### config.mk
export PLATFORM = sky130hd
export DESIGN_NAME = uart_receiver
export DESIGN_NICKNAME = d
export VERILOG_FILES = /design/src/rtl/uart_pkg.sv /design/src/rtl/uart_baud_cnt.sv /design/src/rtl/uart_receiver.sv
export SDC_FILE = /design/constraint.sdc
export NUM_CORES = 1
export LEC_CHECK = 0
export ABC_AREA = 1
export CORE_MARGIN = 2
export CORE_UTILIZATION = 35
export DETAILED_ROUTE_END_ITERATION = 6
export PLACE_DENSITY = 0.52
export SLEW_MARGIN = 25
export SYNTH_ARGS = -nofsm -noshare
export SYNTH_HDL_FRONTEND = slang
export SYNTH_SLANG_ARGS = --single-unit
### constraint.sdc
create_clock -name sys_clk -period 1.4 [get_ports sys_clk]
set_clock_uncertainty 0.15 [all_clocks]
set_input_delay 0.21 -clock sys_clk [delete_from_list [all_inputs] [get_ports sys_clk]]
set_output_delay 0.21 -clock sys_clk [all_outputs]
set_load 0.05 [all_outputs]
### src/rtl/uart_pkg.sv
// Shared UART definitions: receiver FSM states, frame width and the parity
// function used by both the transmitter and the receiver.
package uart_pkg;

    localparam int unsigned DATA_BITS = 8;
    localparam int unsigned BIT_CNT_W = $clog2(DATA_BITS);

    typedef enum logic [2:0] {
        StIdle,
        StStart,
        StData,
        StParity,
        StStop,
        StWaitHigh
    } rx_state_e;

    // Expected parity bit: even_odd=1 selects even parity, 0 selects odd.
    function automatic logic calc_parity(input logic [DATA_BITS-1:0] data,
                                         input logic                 even_odd);
        return even_odd ? (^data) : ~(^data);
    endfunction

endpackage

### src/rtl/uart_baud_cnt.sv
// Bit-period counter for the UART receiver. Counts 0..CLKS_PER_BIT-1 and wraps;
// mid_tick_o marks the half-bit point (plus MID_OFFSET), bit_tick_o the last
// count of each bit period.
module uart_baud_cnt #(
    parameter int unsigned CLKS_PER_BIT = 5208,
    parameter int unsigned MID_OFFSET   = 0
) (
    input  logic clk_i,
    input  logic rst_ni,
    input  logic clear_i,
    input  logic enable_i,
    output logic mid_tick_o,
    output logic bit_tick_o
);

    localparam int unsigned CntW = $clog2(CLKS_PER_BIT);
    localparam logic [CntW-1:0] MidPt  = CntW'(CLKS_PER_BIT / 2 + MID_OFFSET);
    localparam logic [CntW-1:0] LastPt = CntW'(CLKS_PER_BIT - 1);

    logic [CntW-1:0] cnt_q, cnt_d;

    // Next count: clear has priority, otherwise wrap at the end of a bit.
    always_comb begin
        cnt_d = cnt_q;
        if (clear_i) begin
            cnt_d = '0;
        end else if (enable_i) begin
            cnt_d = (cnt_q == LastPt) ? '0 : cnt_q + CntW'(1);
        end
    end

    // Counter register with synchronous reset.
    always_ff @(posedge clk_i) begin
        if (!rst_ni) begin
            cnt_q <= '0;
        end else begin
            cnt_q <= cnt_d;
        end
    end

    assign mid_tick_o = (cnt_q == MidPt);
    assign bit_tick_o = (cnt_q == LastPt);

endmodule

### src/rtl/uart_receiver.sv
// UART receiver: start, 8 data bits LSB first, parity, stop.
// Optional macro UART_RX_MAJORITY_EN: each bit decision (including the start
// confirmation) is a 2-of-3 vote around the midpoint, one cycle later.
module uart_receiver
    import uart_pkg::*;
#(
    parameter int unsigned CLKS_PER_BIT = 5208
) (
    input  logic                 sys_clk,
    input  logic                 rst_n,
    input  logic                 serial_in,
    input  logic                 even_odd,
    output logic [DATA_BITS-1:0] rx_data_out,
    output logic                 rx_valid,
    output logic                 parity_err,
    output logic                 frame_err,
    output logic                 busy
);

    localparam logic [BIT_CNT_W-1:0] LastBit = BIT_CNT_W'(DATA_BITS - 1);

    rx_state_e              state_q, state_d;
    logic [BIT_CNT_W-1:0]   bit_cnt_q, bit_cnt_d;
    logic [DATA_BITS-1:0]   shift_q, shift_d;
    logic [DATA_BITS-1:0]   data_q, data_d;
    logic                   perr_q, perr_d;
    logic                   perr_out_q, perr_out_d;
    logic                   ferr_q, ferr_d;
    logic                   valid_q, valid_d;
    logic                   busy_q, busy_d;
    logic                   sync1_q, rx_s_q;
    logic                   samp;
    logic                   baud_clear;
    logic                   mid_tick, bit_tick;

    // Two-flop synchronizer for the asynchronous line; idles high.
    always_ff @(posedge sys_clk) begin
        if (!rst_n) begin
            sync1_q <= 1'b1;
            rx_s_q  <= 1'b1;
        end else begin
            sync1_q <= serial_in;
            rx_s_q  <= sync1_q;
        end
    end

`ifdef UART_RX_MAJORITY_EN
    localparam int unsigned MidOffset = 1;
    logic hist0_q, hist1_q;

    // History of the two previous synchronized samples for the vote.
    always_ff @(posedge sys_clk) begin
        if (!rst_n) begin
            hist0_q <= 1'b1;
            hist1_q <= 1'b1;
        end else begin
            hist0_q <= rx_s_q;
            hist1_q <= hist0_q;
        end
    end

    // Ticks land one cycle after the midpoint, so the window is mid-1..mid+1.
    assign samp = (rx_s_q & hist0_q) | (rx_s_q & hist1_q) | (hist0_q & hist1_q);
`else
    localparam int unsigned MidOffset = 0;
    assign samp = rx_s_q;
`endif

    uart_baud_cnt #(
        .CLKS_PER_BIT (CLKS_PER_BIT),
        .MID_OFFSET   (MidOffset)
    ) u_baud_cnt (
        .clk_i      (sys_clk),
        .rst_ni     (rst_n),
        .clear_i    (baud_clear),
        .enable_i   (1'b1),
        .mid_tick_o (mid_tick),
        .bit_tick_o (bit_tick)
    );

    // Frame FSM next-state and datapath updates.
    always_comb begin
        state_d    = state_q;
        bit_cnt_d  = bit_cnt_q;
        shift_d    = shift_q;
        data_d     = data_q;
        perr_d     = perr_q;
        perr_out_d = perr_out_q;
        ferr_d     = ferr_q;
        valid_d    = 1'b0;
        busy_d     = busy_q;
        baud_clear = 1'b0;

        unique case (state_q)
            StIdle: begin
                baud_clear = 1'b1;
                busy_d     = 1'b0;
                if (!rx_s_q) begin
                    state_d = StStart;
                end
            end
            StStart: begin
                if (mid_tick) begin
                    if (!samp) begin
                        // Realign the counter to the start-bit centre.
                        state_d    = StData;
                        busy_d     = 1'b1;
                        baud_clear = 1'b1;
                        bit_cnt_d  = '0;
                    end else begin
                        state_d = StIdle;
                    end
                end
            end
            StData: begin
                if (bit_tick) begin
                    shift_d = {samp, shift_q[DATA_BITS-1:1]};
                    if (bit_cnt_q == LastBit) begin
                        bit_cnt_d = '0;
                        state_d   = StParity;
                    end else begin
                        bit_cnt_d = bit_cnt_q + BIT_CNT_W'(1);
                    end
                end
            end
            StParity: begin
                if (bit_tick) begin
                    perr_d  = samp ^ calc_parity(shift_q, even_odd);
                    state_d = StStop;
                end
            end
            StStop: begin
                if (bit_tick) begin
                    data_d     = shift_q;
                    valid_d    = 1'b1;
                    perr_out_d = perr_q;
                    ferr_d     = !samp;
                    if (samp) begin
                        state_d = StIdle;
                        busy_d  = 1'b0;
                    end else begin
                        state_d = StWaitHigh;
                    end
                end
            end
            StWaitHigh: begin
                // Hold off on a break so it is not decoded as repeated 0x00.
                if (rx_s_q) begin
                    state_d = StIdle;
                    busy_d  = 1'b0;
                end
            end
            default: begin
                state_d = StIdle;
            end
        endcase
    end

    // State and output registers with synchronous reset.
    always_ff @(posedge sys_clk) begin
        if (!rst_n) begin
            state_q    <= StIdle;
            bit_cnt_q  <= '0;
            shift_q    <= '0;
            data_q     <= '0;
            perr_q     <= 1'b0;
            perr_out_q <= 1'b0;
            ferr_q     <= 1'b0;
            valid_q    <= 1'b0;
            busy_q     <= 1'b0;
        end else begin
            state_q    <= state_d;
            bit_cnt_q  <= bit_cnt_d;
            shift_q    <= shift_d;
            data_q     <= data_d;
            perr_q     <= perr_d;
            perr_out_q <= perr_out_d;
            ferr_q     <= ferr_d;
            valid_q    <= valid_d;
            busy_q     <= busy_d;
        end
    end

    assign rx_data_out = data_q;
    assign rx_valid    = valid_q;
    assign parity_err  = perr_out_q;
    assign frame_err   = ferr_q;
    assign busy        = busy_q;

endmodule

Yosys cells after proc, flatten, opt, wreduce, memory -nomap -nowiden --
Cells that the tools add are included.
Cells by class: add/subtract/negate cells 2, equal/unequal tests 16, muxes and demuxes 25, bitwise operators 3, reduce and logical (&&, ||, !) cells 13
Operators by type and width (number):
- $mux W3 | 12
- $pmux W3 S6 | 1
- $ne A2 B2 Y1 const B | 8
- $add A13 B1 Y13 const B | 1
- $eq A13 B12 Y1 const B | 1
- $eq A13 B13 Y1 const B | 1
- $eq A3 B3 Y1 const B | 3
- $mux W1 | 8
- $reduce_and A2 Y1 | 4
- $reduce_and A4 Y1 | 2
- $reduce_xor A8 Y1 | 1
- $reduce_and A7 Y1 | 1
- $eq A3 B2 Y1 const B | 2
- $pmux W3 S2 | 1
- $pmux W1 S4 | 1
- $reduce_bool A4 Y1 | 1
- $add A3 B1 Y3 const B | 1
- $eq A3 B1 Y1 const B | 1
- $logic_not A3 Y1 | 1
- $reduce_or A3 Y1 | 1
- $mux W2 | 1
- $not A1 Y1 | 2
- $pmux W1 S2 | 1
- $reduce_bool A2 Y1 | 1
- other kinds (2) | 2
Storage, ports and cells: register bits 42, input bits 4, output and inout port bits 12, logic and storage cells 71

Logic depth before layout (Yosys ltp) --
depth in word-level cells 4, depth in mapped cells 11, gate-level depth less buffers 11

By module --
Synthesis repeated with hierarchy kept, for this count alone.
Unflattened totals: cells, all modules 320, area total of the unflattened synthesis 2175.8 µm²
Modules (own cells, without submodules):
- uart_receiver | times used 1, cells each 201, area an instance 1392.6 µm², seq. area each 580.6 µm²
- uart_baud_cnt | times used 1, cells each 119, area an instance 783.3 µm², seq. area each 260.2 µm²

Least setup slack after synthesis --
OpenSTA, ideal clock, no wires.
path type reg-to-reg, start register u_baud_cnt.cnt_q[0], end register bit_cnt_q[2], setup time 0.114 ns, arrival 1.272 ns, data required time 1.136 ns, path slack -0.136 ns, stages on the path, launching flop included 11, path buffers 0, clock period less this slack 1.536 ns, cell sequence dfxtp_1 ha_1 nand2_1 inv_1 nand2_1 nor2_2 nand3_4 nand2_1 nand2_2 a21oi_1 nor2_1
Between the ends: word-level cells in the longest chain between the ends 3, elaborated cells between the ends (all ways) 5, those cells by class 4 x eq/ne; 1 x reduce/logical
RTL lines:
- start, declared | RTL line uart_baud_cnt.sv:20 | logic [CntW-1:0] cnt_q, cnt_d;
- start signal, assigned | RTL line uart_baud_cnt.sv:37 | cnt_q <= cnt_d;
- $eq A13 B13 Y1 or $eq A13 B12 Y1 (tied branches) | RTL line uart_baud_cnt.sv:42, uart_baud_cnt.sv:41
- $ne A2 B2 Y1 (no source line)
- $reduce_and A4 Y1 (no source line) *
- end signal, assigned | RTL line uart_receiver.sv:173 | bit_cnt_q <= bit_cnt_d;
- end, declared | RTL line uart_receiver.sv:23 | logic [BIT_CNT_W-1:0] bit_cnt_q, bit_cnt_d;
Every way passes the cells marked *; elsewhere a longest branch is shown, timed or not. A chain may end at the register's enable or synchronous reset.

Worst setup path after layout --
start register u_baud_cnt.cnt_q[0], end register ferr_q, in the netlist frame_err
Between the ends: word-level cells in the longest chain between the ends 2
RTL lines:
- $eq A13 B13 Y1 | RTL line uart_baud_cnt.sv:42 | assign bit_tick_o = (cnt_q == LastPt);
- $reduce_and A2 Y1 (no source line)
- end signal, assigned | RTL line uart_receiver.sv:178 | ferr_q <= ferr_d;
- end, declared | RTL line uart_receiver.sv:28 | logic ferr_q, ferr_d;
No other way between the ends.

==> impl_metrics.csv <==
group,metric,value,unit
synthesis,synth.most_common_cell,"nand2_1",
grt,grt_overflow,0,
worst_setup_path,slowest_delay,0.38,ns
synthesis,yosysTopAreaCell,"dfxtp_1",
floorplan,start_util,0.358,
grt,grt_max_degree,19,
worst_hold_path,hold_start,"sync1_q",
synthesis,async_reset_ff_frac,0,
grt,antenna_found_initial,0,
synthesis,syn_inst,301,
place,port_buffers,15,
clocking,cts_tree,"yes",
power_and_ir_drop,ir_drop,595,uV
synthesis,syn_avg_cell_area,7.00,sq um
route,drc,0,
synthesis,synth_top_area_share,0.399,
route,vias_per_cell,4.60,
outcome,status,"finished with violations",
clocking,clkLatencyLatePin,0.30,ns
grt,grt_use_total,0.166,
grt,grt_pass1_wl,8460,microns
synthesis,syn-num-nets,309,
synthesis,synthesis.area,2110,sq um
worst_setup_path,end_kind,"register",
synthesis,synthFlopType,"dfxtp_1",
worst_setup_path,r2r_end,"frame_err",
worst_hold_path,min_path_cells,1,
finish,drive_gt1_frac,0.387,
place,place_congestion,0.885,
route,routedWlPerCell,11.0,microns
floorplan,core_area,5890,sq um
route,wirelength,4860,microns
worst_hold_path,hold_path.class,"register to register",
grt,grt_pass1_vias,1854,
timing,final.setup.tns,-5.62,ns
clocking,htree_num_levels,2,
worst_setup_path,cp.arrival,1.65,ns
timing,period_share,1.14,
synthesis,synth-edff-count,0,
clocking,hold_buffers,0,
floorplan,die-area,6660,sq um
synthesis,synth_area_leaders,"dfxtp_1 (40%), nand2_1 (13%), nor2_1 (7.7%), inv_1 (7.3%), a21oi_1 (5.2%)",
worst_setup_path,cp_cell_sequence,"ha_4 > nand2_4 > inv_2 > nand2_1 > nor2_4 > buf_6 > nand3_4 > buf_4 > nand3_1 > nand2_1",
timing,min_period,1.59,ns
route,antenna_left,0,
clocking,clkTransAtPathRegs,0.09,ns
worst_setup_path,required,1.46,ns
route,drtIter0Drc,98,
finish,layout.nets,374,
worst_setup_path,slowest_stage,"dfxtp_4",
timing,final-hold-violation-count,0,
synthesis,ys_seq_area_frac,0.399,
finish,diodes,0,
worst_setup_path,crit_top_cell,"nand2_1",
synthesis,synth_warnings,0,
worst_hold_path,whs_endpoint,"rx_s_q",
timing,maxSlewViolCount,0,
floorplan,ios,16,
worst_setup_path,crit_fanout,4,
timing,fmax,0.629,GHz
place,dp_hpwl,3540,microns
flow_run,max_cap_violations,0,
timing,fin_ws,-0.190,ns
worst_setup_path,rr_startpoint,"u_baud_cnt.cnt_q[0]",
power_and_ir_drop,p_leak,0.00139,uW
worst_setup_path,worstSetupPathType,"register to register",
synthesis,ys_types,26,
floorplan,die_h,81.6,microns
timing,tightest_slew,0.249,ns
route,route.vias.total,2035,
worst_setup_path,rrSetupSlack,-0.19,ns
floorplan,fp.dieW,81.6,microns
worst_setup_path,r2r_cells,10,
power_and_ir_drop,power_density,1010,nW/um^2
clocking,clock-sinks,42,
clocking,numCtsBuffers,5,
timing,slew_headroom,0.834,
synthesis,ys_seq_elements,42,
synthesis,netlist_top_cells_count,"nand2_1 (73), nor2_1 (43), dfxtp_1 (42)",
outcome,violations,"setup timing",
clocking,cts_root_buffer,"clkbuf_8",
route,firstDrtPassIters,4,
worst_setup_path,start_kind,"register",
finish,final_util,0.550,
timing,rsz0062_at_grt,"true",
floorplan,num_rows,28,
clocking,clockBufferDepth,2,
finish,area_growth,53.7,%
timing,setup_viol_count_final,40,
==> state kept, by name (all words and copies together), names as in the netlist, 3 cells and up <==
signal and flops:
u_baud_cnt.cnt_q 13, rx_data_out 8, bit_cnt_q 3, shift_q 8, state_q 3
==> metrics by stage <==
step / instance area, sq um / cells / setup slack (ns) / power, uW / hold slack [ns]
6_report: 3240 / 442 / -0.190 / 3270 / 0.272
5_1_grt: 3240 / 442 / -0.332 / 3470 / 0.295
4_1_cts: 3170 / 440 / -0.196 / 3300 / 0.280
3_5_place_dp: 2850 / 429 / -0.222 / 2040 / 0.252
3_3_place_gp: 2850 / 429 / -0.200 / 2050 / 0.248
2_1_floorplan: 2190 / 301 / -0.0800 / 1800 / 0.167
==> where the power goes <==
part | total [uW] | internal (uW) | switching, uW
Clock | 1160 | 715 | 449
Combinational | 783 | 340 | 443
Sequential | 1330 | 1260 | 68.6
Total | 3270 | 2310 | 960
==> critical path, delay by kind of cell, from the launching register on <==
kind / cells / cell delay [ns]
and+or+nand+nor: 6 / 0.48
DFF: 1 / 0.38
buffers and inverters: 3 / 0.33
adders and majority gates: 1 / 0.15
==> placed cells by master, fill, tap and decap left out, types with 2 or more instances in the layout <==
cell             count
nor2_2              16
nor3_2               2
buf_6                9
nand2_4              2
a21oi_1             14
nand3_1              9
buf_12              13
clkbuf_8             5
inv_2                5
o21ai_2              3
nor3_1               3
o21ai_1              5
nand3_4              3
a211oi_2             6
nor3_4               3
or2_2                2
nand4_1              4
nand2_2              5
nor2_1              24
clkdlybuf4s50_1      3
dfxtp_1             38
nor2_4               8
o21ai_0              9
ha_4                 2
buf_4               38
nand2_1             68
inv_1               37
a21oi_2              8
dfxtp_2              3
xor2_1               4
ha_1                 2
bufinv_16            2
nand3_2              2
xnor2_1              5
==> cells by family (layout without fill, tap and decap cells) <==
logic type | Yosys count | count (layout) | share of synthesized area
AO/OA/AOI/OAI | 45 | 45 | 0.116
XOR/XNOR | 10 | 10 | 0.0415
adder cells (fa/ha/maj) | 4 | 4 | 0.0237
buffers and inverters | 49 | 115 | 0.0991
flip-flops | 42 | 42 | 0.399
AND/OR/NAND/NOR | 151 | 151 | 0.321
==> layout make-up <==
type / count / area [sq um]
fillers: 560 / 2650
multi-input cells: 210 / 1310
flip-flops and latches: 42 / 848
repair buffers: 63 / 677
inverters: 44 / 173
well taps: 75 / 93.8
clock buffers: 5 / 68.8
clock inverters: 3 / 68.8
==> worst max path at each step <==
| stage | end | startpoint | cells past startpoint |
|---|---|---|---|
| floorplan | shift_q[6] | u_baud_cnt.cnt_q[1] | 9 |
| global placement | rx_data_out[1] | u_baud_cnt.cnt_q[0] | 8 |
| detailed placement | bit_cnt_q[1] | u_baud_cnt.cnt_q[1] | 11 |
| CTS | bit_cnt_q[1] | u_baud_cnt.cnt_q[1] | 10 |
| global route | state_q[1] | u_baud_cnt.cnt_q[1] | 11 |
| finish | frame_err | u_baud_cnt.cnt_q[0] | 10 |
==> what timing repair did <==
item                       in CTS  in global routing
hold endpoints to repair        0                  0
setup buffers                   2                  2
pin swaps                      13                 13
setup endpoints to repair      40                 40
cloned                          1                  0
resized for setup              49                 19
==> layer usage <==
metal / GRT usage / part of all wire / up-vias
met5: 0 / 0 / -
met4: 0.0550 / 0.014 / 0
met3: 0.0407 / 0.037 / 7
met2: 0.256 / 0.46 / 32
met1: 0.227 / 0.49 / 918
li1: - / - / 1078
(Power assumes the default switching activity.)
